### config.mk
export PLATFORM = sky130hd
export DESIGN_NAME = pwm_bank_flat
export DESIGN_NICKNAME = d
export VERILOG_FILES = /design/src/rtl/pwm_bank_if.sv /design/src/rtl/pwm_bank.sv /design/src/flat_wrapper.sv
export SDC_FILE = /design/constraint.sdc
export NUM_CORES = 2
export LEC_CHECK = 0
export BUFFER_PORTS_ARGS = -buffer_cell sky130_fd_sc_hd__buf_2
export CORE_UTILIZATION = 37
export CTS_CLUSTER_SIZE = 30
export DETAILED_ROUTE_END_ITERATION = 6
export SLEW_MARGIN = 5
export SYNTH_ARGS = -nofsm -noshare
export SYNTH_HDL_FRONTEND = slang
export SYNTH_SLANG_ARGS = --single-unit
### constraint.sdc
create_clock -name S_AXI_ACLK -period 11.3 [get_ports S_AXI_ACLK]
set_clock_uncertainty 0.05 [all_clocks]
set_input_delay 2.26 -clock S_AXI_ACLK [delete_from_list [all_inputs] [get_ports S_AXI_ACLK]]
set_output_delay 2.26 -clock S_AXI_ACLK [all_outputs]
set_load 0.01 [all_outputs]
### src/rtl/pwm_bank_if.sv
// pwm_bank_if: configuration, update handshake and output bundle of the PWM bank.
//
// master: drives enable, period, prescale, cfg_wr_en, cfg_ch, cfg_duty,
//         cfg_phase, ch_en, invert and update_req; observes the outputs.
// slave : the PWM bank; drives update_pending, pwm_out, period_tick and counter.
interface pwm_bank_if #(
    parameter int unsigned NUM_CH      = 8,
    parameter int unsigned CNT_WIDTH   = 16,
    parameter int unsigned PRESC_WIDTH = 16
) ();
    localparam int unsigned CH_W = (NUM_CH > 1) ? $clog2(NUM_CH) : 1;

    logic                   enable;
    logic [CNT_WIDTH-1:0]   period;
    logic [PRESC_WIDTH-1:0] prescale;
    logic                   cfg_wr_en;
    logic [CH_W-1:0]        cfg_ch;
    logic [CNT_WIDTH-1:0]   cfg_duty;
    logic [CNT_WIDTH-1:0]   cfg_phase;
    logic [NUM_CH-1:0]      ch_en;
    logic [NUM_CH-1:0]      invert;
    logic                   update_req;
    logic                   update_pending;
    logic [NUM_CH-1:0]      pwm_out;
    logic                   period_tick;
    logic [CNT_WIDTH-1:0]   counter;

    modport master (
        output enable, period, prescale, cfg_wr_en, cfg_ch, cfg_duty, cfg_phase,
               ch_en, invert, update_req,
        input  update_pending, pwm_out, period_tick, counter
    );

    modport slave (
        input  enable, period, prescale, cfg_wr_en, cfg_ch, cfg_duty, cfg_phase,
               ch_en, invert, update_req,
        output update_pending, pwm_out, period_tick, counter
    );
endinterface

### src/rtl/pwm_bank.sv
// pwm_bank: NUM_CH phase-shifted PWM channels sharing one prescaled period
// counter. Duty, phase and period are double-buffered: software writes the
// shadow copies, and update_req moves them into the active copies at a period
// boundary so that no output ever sees a half-updated configuration.
//
// Ports:
//   S_AXI_ACLK     sole clock, rising edge
//   S_AXI_ARESETN  asynchronous active-low reset
//   bus            pwm_bank_if.slave: enable, period, prescale, cfg_* shadow
//                  write port, ch_en, invert, update_req / update_pending,
//                  pwm_out, period_tick, counter
module pwm_bank #(
    parameter int unsigned NUM_CH      = 8,
    parameter int unsigned CNT_WIDTH   = 16,
    parameter int unsigned PRESC_WIDTH = 16
) (
    input  logic      S_AXI_ACLK,
    input  logic      S_AXI_ARESETN,
    pwm_bank_if.slave bus
);
    localparam int unsigned CH_W = (NUM_CH > 1) ? $clog2(NUM_CH) : 1;
    // One bit wider than cfg_ch so NUM_CH itself is representable.
    localparam logic [CH_W:0]          CH_LIMIT  = (CH_W + 1)'(NUM_CH);
    localparam logic [CNT_WIDTH-1:0]   CNT_ONE   = {{(CNT_WIDTH-1){1'b0}}, 1'b1};
    localparam logic [CNT_WIDTH:0]     POS_ONE   = {{CNT_WIDTH{1'b0}}, 1'b1};
    localparam logic [PRESC_WIDTH-1:0] PRESC_ONE = {{(PRESC_WIDTH-1){1'b0}}, 1'b1};

    logic [PRESC_WIDTH-1:0] presc_cnt_r;
    logic [CNT_WIDTH-1:0]   counter_r;
    logic [CNT_WIDTH-1:0]   period_act_r;
    logic                   period_tick_r;
    logic                   update_pending_r;
    logic [NUM_CH-1:0]      pwm_out_r;
    logic [NUM_CH-1:0]      raw_s;

    logic                   tick_s;
    logic                   boundary_s;
    logic                   transfer_s;
    logic                   cfg_hit_s;

    logic [CNT_WIDTH-1:0]   duty_shd_r  [NUM_CH];
    logic [CNT_WIDTH-1:0]   phase_shd_r [NUM_CH];
    logic [CNT_WIDTH-1:0]   duty_act_r  [NUM_CH];
    logic [CNT_WIDTH-1:0]   phase_act_r [NUM_CH];

    // Tick, period boundary, shadow transfer and legal-write decode.
    always_comb begin
        tick_s     = 1'b0;
        boundary_s = 1'b0;
        transfer_s = 1'b0;
        cfg_hit_s  = 1'b0;
        if (bus.enable) begin
            // >= rather than == so a live prescale drop below the running
            // count wraps on the next cycle instead of running to overflow.
            tick_s     = (presc_cnt_r >= bus.prescale);
            boundary_s = tick_s && (counter_r >= period_act_r);
            transfer_s = boundary_s && (update_pending_r || bus.update_req);
        end else begin
            // While stopped there is no boundary to wait for.
            transfer_s = bus.update_req;
        end
        if ({1'b0, bus.cfg_ch} < CH_LIMIT) begin
            cfg_hit_s = bus.cfg_wr_en;
        end else begin
            cfg_hit_s = 1'b0;
        end
    end

    // Prescaler, period counter and the registered boundary pulse.
    always_ff @(posedge S_AXI_ACLK or negedge S_AXI_ARESETN) begin
        if (!S_AXI_ARESETN) begin
            presc_cnt_r   <= '0;
            counter_r     <= '0;
            period_tick_r <= 1'b0;
        end else if (!bus.enable) begin
            presc_cnt_r   <= '0;
            counter_r     <= '0;
            period_tick_r <= 1'b0;
        end else begin
            period_tick_r <= boundary_s;
            if (tick_s) begin
                presc_cnt_r <= '0;
                if (boundary_s) begin
                    counter_r <= '0;
                end else begin
                    counter_r <= counter_r + CNT_ONE;
                end
            end else begin
                presc_cnt_r <= presc_cnt_r + PRESC_ONE;
            end
        end
    end

    // Pending flag: only raised while running and the request missed a boundary.
    always_ff @(posedge S_AXI_ACLK or negedge S_AXI_ARESETN) begin
        if (!S_AXI_ARESETN) begin
            update_pending_r <= 1'b0;
        end else if (transfer_s) begin
            update_pending_r <= 1'b0;
        end else if (bus.enable && bus.update_req) begin
            update_pending_r <= 1'b1;
        end else begin
            update_pending_r <= update_pending_r;
        end
    end

    // Shadow registers; writes to channel indices beyond NUM_CH are dropped.
    always_ff @(posedge S_AXI_ACLK or negedge S_AXI_ARESETN) begin
        if (!S_AXI_ARESETN) begin
            for (int i = 0; i < NUM_CH; i++) begin
                duty_shd_r[i]  <= '0;
                phase_shd_r[i] <= '0;
            end
        end else if (cfg_hit_s) begin
            duty_shd_r[bus.cfg_ch]  <= bus.cfg_duty;
            phase_shd_r[bus.cfg_ch] <= bus.cfg_phase;
        end
    end

    // Active registers; a coincident shadow write lands after this copy, so
    // the transfer carries the pre-write shadow value.
    always_ff @(posedge S_AXI_ACLK or negedge S_AXI_ARESETN) begin
        if (!S_AXI_ARESETN) begin
            period_act_r <= '0;
            for (int i = 0; i < NUM_CH; i++) begin
                duty_act_r[i]  <= '0;
                phase_act_r[i] <= '0;
            end
        end else if (transfer_s) begin
            period_act_r <= bus.period;
            for (int i = 0; i < NUM_CH; i++) begin
                duty_act_r[i]  <= duty_shd_r[i];
                phase_act_r[i] <= phase_shd_r[i];
            end
        end
    end

    for (genvar g = 0; g < NUM_CH; g++) begin : g_ch
        logic [CNT_WIDTH-1:0] phase_eff_s;
        logic [CNT_WIDTH:0]   sum_s;
        logic [CNT_WIDTH:0]   pos_s;

        // Phase-shifted position folded back into 0..period_act.
        always_comb begin
            phase_eff_s = '0;
            sum_s       = '0;
            pos_s       = '0;
            if (phase_act_r[g] > period_act_r) begin
                phase_eff_s = '0;
            end else begin
                phase_eff_s = phase_act_r[g];
            end
            // Extra bit keeps counter+phase from wrapping at all-ones period.
            sum_s = {1'b0, counter_r} + {1'b0, phase_eff_s};
            if (sum_s > {1'b0, period_act_r}) begin
                pos_s = sum_s - ({1'b0, period_act_r} + POS_ONE);
            end else begin
                pos_s = sum_s;
            end
        end

        assign raw_s[g] = (pos_s < {1'b0, duty_act_r[g]});
    end

    // Output stage: disabled channels rest at their polarity level.
    always_ff @(posedge S_AXI_ACLK or negedge S_AXI_ARESETN) begin
        if (!S_AXI_ARESETN) begin
            pwm_out_r <= '0;
        end else begin
            pwm_out_r <= (raw_s & bus.ch_en & {NUM_CH{bus.enable}}) ^ bus.invert;
        end
    end

    assign bus.counter        = counter_r;
    assign bus.period_tick    = period_tick_r;
    assign bus.update_pending = update_pending_r;
    assign bus.pwm_out        = pwm_out_r;
endmodule
### src/flat_wrapper.sv
// flat-port wrapper written by rule: the top's interface ports become plain ports
module pwm_bank_flat 
#(
    parameter int unsigned NUM_CH      = 8,
    parameter int unsigned CNT_WIDTH   = 16,
    parameter int unsigned PRESC_WIDTH = 16
)
  (S_AXI_ACLK, S_AXI_ARESETN, bus_enable, bus_period, bus_prescale, bus_cfg_wr_en, bus_cfg_ch, bus_cfg_duty, bus_cfg_phase, bus_ch_en, bus_invert, bus_update_req, bus_update_pending, bus_pwm_out, bus_period_tick, bus_counter);
  pwm_bank_if #(.NUM_CH(NUM_CH), .CNT_WIDTH(CNT_WIDTH), .PRESC_WIDTH(PRESC_WIDTH)) bus_i ();
  input  logic S_AXI_ACLK;
  input  logic S_AXI_ARESETN;
  input wire logic [$bits(bus_i.enable)-1:0] bus_enable;
  input wire logic [$bits(bus_i.period)-1:0] bus_period;
  input wire logic [$bits(bus_i.prescale)-1:0] bus_prescale;
  input wire logic [$bits(bus_i.cfg_wr_en)-1:0] bus_cfg_wr_en;
  input wire logic [$bits(bus_i.cfg_ch)-1:0] bus_cfg_ch;
  input wire logic [$bits(bus_i.cfg_duty)-1:0] bus_cfg_duty;
  input wire logic [$bits(bus_i.cfg_phase)-1:0] bus_cfg_phase;
  input wire logic [$bits(bus_i.ch_en)-1:0] bus_ch_en;
  input wire logic [$bits(bus_i.invert)-1:0] bus_invert;
  input wire logic [$bits(bus_i.update_req)-1:0] bus_update_req;
  output wire logic [$bits(bus_i.update_pending)-1:0] bus_update_pending;
  output wire logic [$bits(bus_i.pwm_out)-1:0] bus_pwm_out;
  output wire logic [$bits(bus_i.period_tick)-1:0] bus_period_tick;
  output wire logic [$bits(bus_i.counter)-1:0] bus_counter;
  assign bus_i.enable = bus_enable;
  assign bus_i.period = bus_period;
  assign bus_i.prescale = bus_prescale;
  assign bus_i.cfg_wr_en = bus_cfg_wr_en;
  assign bus_i.cfg_ch = bus_cfg_ch;
  assign bus_i.cfg_duty = bus_cfg_duty;
  assign bus_i.cfg_phase = bus_cfg_phase;
  assign bus_i.ch_en = bus_ch_en;
  assign bus_i.invert = bus_invert;
  assign bus_i.update_req = bus_update_req;
  assign bus_update_pending = bus_i.update_pending;
  assign bus_pwm_out = bus_i.pwm_out;
  assign bus_period_tick = bus_i.period_tick;
  assign bus_counter = bus_i.counter;
  pwm_bank #(.NUM_CH(NUM_CH), .CNT_WIDTH(CNT_WIDTH), .PRESC_WIDTH(PRESC_WIDTH)) u_core (.S_AXI_ACLK(S_AXI_ACLK), .S_AXI_ARESETN(S_AXI_ARESETN), .bus(bus_i));
endmodule
==> flow_summary.toml <==
[sta]
setup_violations = 0
hold_viol = 0
fin_crit_sh = 0.8123
min_period_ns = 9.178
rsz0062_at_grt = "no"
worst_slack_ns = 2.122
fmax_ghz = 0.1090
worst_pin_slew_ns = 1.221
slew_headroom = 0.1860
slew_viol_final = 0
tns_ns = 0

[grt]
grt_pass1_vias = 34270
antenna_found_initial = 23
grt-ovfl-total = 0
grt_max_degree = 161
grt_pass1_wl_mm = 203.7
grtUsageTotal = 0.2212

[synthesis]
synth_top_area_cell = "dfrtp_1"
syn_inst = 4398
synth_top_area_frac = 0.3220
synth_ff_type = "dfrtp_1"
ys_warn_count = 0
synth_edf_count = 0
yosys-top-cells-area = "dfrtp_1, ha_1, mux2_2"
ys_ff_latch = 570
netlist_area_um2 = 44290
netlist-cell-type-count = 73
synth.avg_cell_area_um2 = 10.07
synth_nets = 5169
ys_seq_area_frac = 0.3220
async_flop_share = 1.000

[clock_network]
clock-sinks = 570
clk_latency_ns = 0.65
cts.path.max_buffers = 3
post_cts_resized = 0
path_clk_slew_ns = 0.07
postCtsSetupBuffers = 0
numCtsBuffers = 60
clockRootBuffer = "clkbuf_16"
ctsHoldBuffers = 0
cts_tree = "built"
htree_levels = 2

[power]
power_frac_comb = 0.574
internal_power_mw = 6.693
total_power_mw = 11.71
leakage_nw = 23.44
p_sw_mw = 5.012
p_per_area_nw_per_um2 = 238.8
irDropWorstVdd_mv = 0.1299
p_seq_frac = 0.251
p_sw_frac = 0.4282
p_clk_frac = 0.175

[worst_setup_path]
critical-path-max-stage-delay_ns = 0.46
end_kind = "flip-flop"
cp.required_ns = 11.77
cp_slowest_cell = "nor3b_1"
crit_path_start_kind = "flip-flop"
crit_type = "flip-flop to flip-flop"
arrival_ns = 9.65
crit_fanout = 28

[floorplan]
die_y_um = 348.0
die_w_um = 348.0
core_area_um2 = 118400
num_io_pins = 114
core.rowCount = 126
dieArea_um2 = 121100
start_util = 0.3741

[detailed_routing]
vias = 34370
drtPass1Iterations = 5
ant_nets = 0
viasPerCell = 5.541
routedWlPerCell_um = 21.80
routed_wl_mm = 135.2
drc_errors = 0
drtIter0Drc = 2387

[final_layout]
syn_to_final_growth_pct = 10.67
finish.net_count = 5322
num-fill-cells = 11580
fin_cells = 6202
multiInputGateArea_um2 = 28540
ff_latch_area_um2 = 14260
final_common_cell = "ha_1"
finalInstanceArea_um2 = 49020
drive_above_1_share = 0.1742
layout_common_cells = "ha_1, dfrtp_1, mux2_2, a21oi_1, inv_1"

[placement]
portBuffers = 113
dpl_cell_area_um2 = 47000
dp_slack_ns = 2.313
gp_congestion = 0.9231
placed_cells = 6089
dp_hpwl_mm = 103.7

[run]
drv_cap = 0

[outcome]
status = "completed"

[worst_hold_path]
hp-class = "flip-flop to flip-flop"
[layout make-up]
class | count | area share
well taps | 1600 | 0.04084
clock buffers | 86 | 0.03530
inverters | 262 | 0.02006
multi-input cells | 3464 | 0.5822
flip-flops and latches | 570 | 0.2910
diodes | 4 | 0.0002042
repair buffers | 193 | 0.02476
clock inverters | 23 | 0.005692
[synthesized netlist by cell type, types with 31 or more instances]
library cell	count
o21ai_0	168
dfrtp_1	570
o21a_1	71
a31oi_1	33
nor2_1	236
nor3b_1	80
nand4_1	68
nand3_1	85
ha_1	667
nand2b_1	51
a21o_1	131
o211ai_1	31
nor3_1	83
mux2_2	476
mux2_1	80
xnor2_1	158
and2_1	41
inv_1	262
clkbuf_1	61
nor2b_1	92
xor2_1	92
nand2_1	192
a21oi_1	312
[worst max-delay path: cells and delay by family (launching register included)]
family | cells | cell delay [ns]
flops | 1 | 0.44
buf+inv | 3 | 0.73
fa+ha+maj | 4 | 1.30
xor+xnor | 2 | 0.64
simple gates | 7 | 1.08
compound gates | 27 | 4.79
[per-stage QoR]
stage,util,hold WS (ns)
3_3_place_gp,0.3970,0.4100
2_1_floorplan,-,0.4022
3_5_place_dp,0.3970,0.4173
4_1_cts,0.4139,0.4269
6_report,0.4140,0.4277
5_1_grt,0.4139,0.4417
[cells by family (layout without fill, tap and decap cells)]
family,Yosys count,after routing,share of synthesized area
AOI/OAI and AO/OA,927,927,0.1328
DFF,570,570,0.3220
buffers and inverters,364,564,0.03497
and+or+nand+nor,1041,1041,0.1222
xor gates and xnor gates,250,250,0.04943
muxes,563,563,0.1429
other,0,4,0
adders and majority gates,683,683,0.1956
[layer usage]
| layer | vias up | global-route usage | wire (um) |
|---|---|---|---|
| met5 | - | 0 | 26 |
| met4 | 4 | 0.06716 | 3871 |
| met3 | 226 | 0.03491 | 8733 |
| met2 | 885 | 0.3666 | 62760 |
| met1 | 16900 | 0.2951 | 59840 |
| li1 | 16360 | - | - |
[power groups by stage]
stage	Combinational (mW)	Sequential, mW	Clock [mW]
2_1_floorplan	5.02	2.81	0
3_3_place_gp	6.54	2.96	0
3_5_place_dp	6.65	2.98	0
4_1_cts	6.70	2.95	2.09
5_1_grt	7.52	3.00	2.17
6_report	6.72	2.94	2.04
[flip-flops by register name, summed over array words and instances, names as in the netlist, 8 cells and up]
name and count:
u_core.bus.counter 16, u_core.bus.pwm_out 8, u_core.duty_act_r 128, u_core.duty_shd_r 128
u_core.period_act_r 16, u_core.phase_act_r 128, u_core.phase_shd_r 128, u_core.presc_cnt_r 16
[worst paths after layout]
path                                         from  cells after the start  slack [ns]                endpoint
hold / removal              u_core.duty_shd_r[64]                      1        0.43   u_core.duty_act_r[64]
hold reg to reg             u_core.duty_shd_r[64]                      1        0.43   u_core.duty_act_r[64]
min in group asynchronous           S_AXI_ARESETN                      1        1.62   u_core.duty_shd_r[77]
setup reg to reg           u_core.period_act_r[1]                     43        2.12   u_core.bus.pwm_out[6]
setup / recovery           u_core.period_act_r[1]                     43        2.12   u_core.bus.pwm_out[6]
max in group asynchronous           S_AXI_ARESETN                      3        7.31  u_core.phase_act_r[89]
Power figures use the tool's default switching activity.
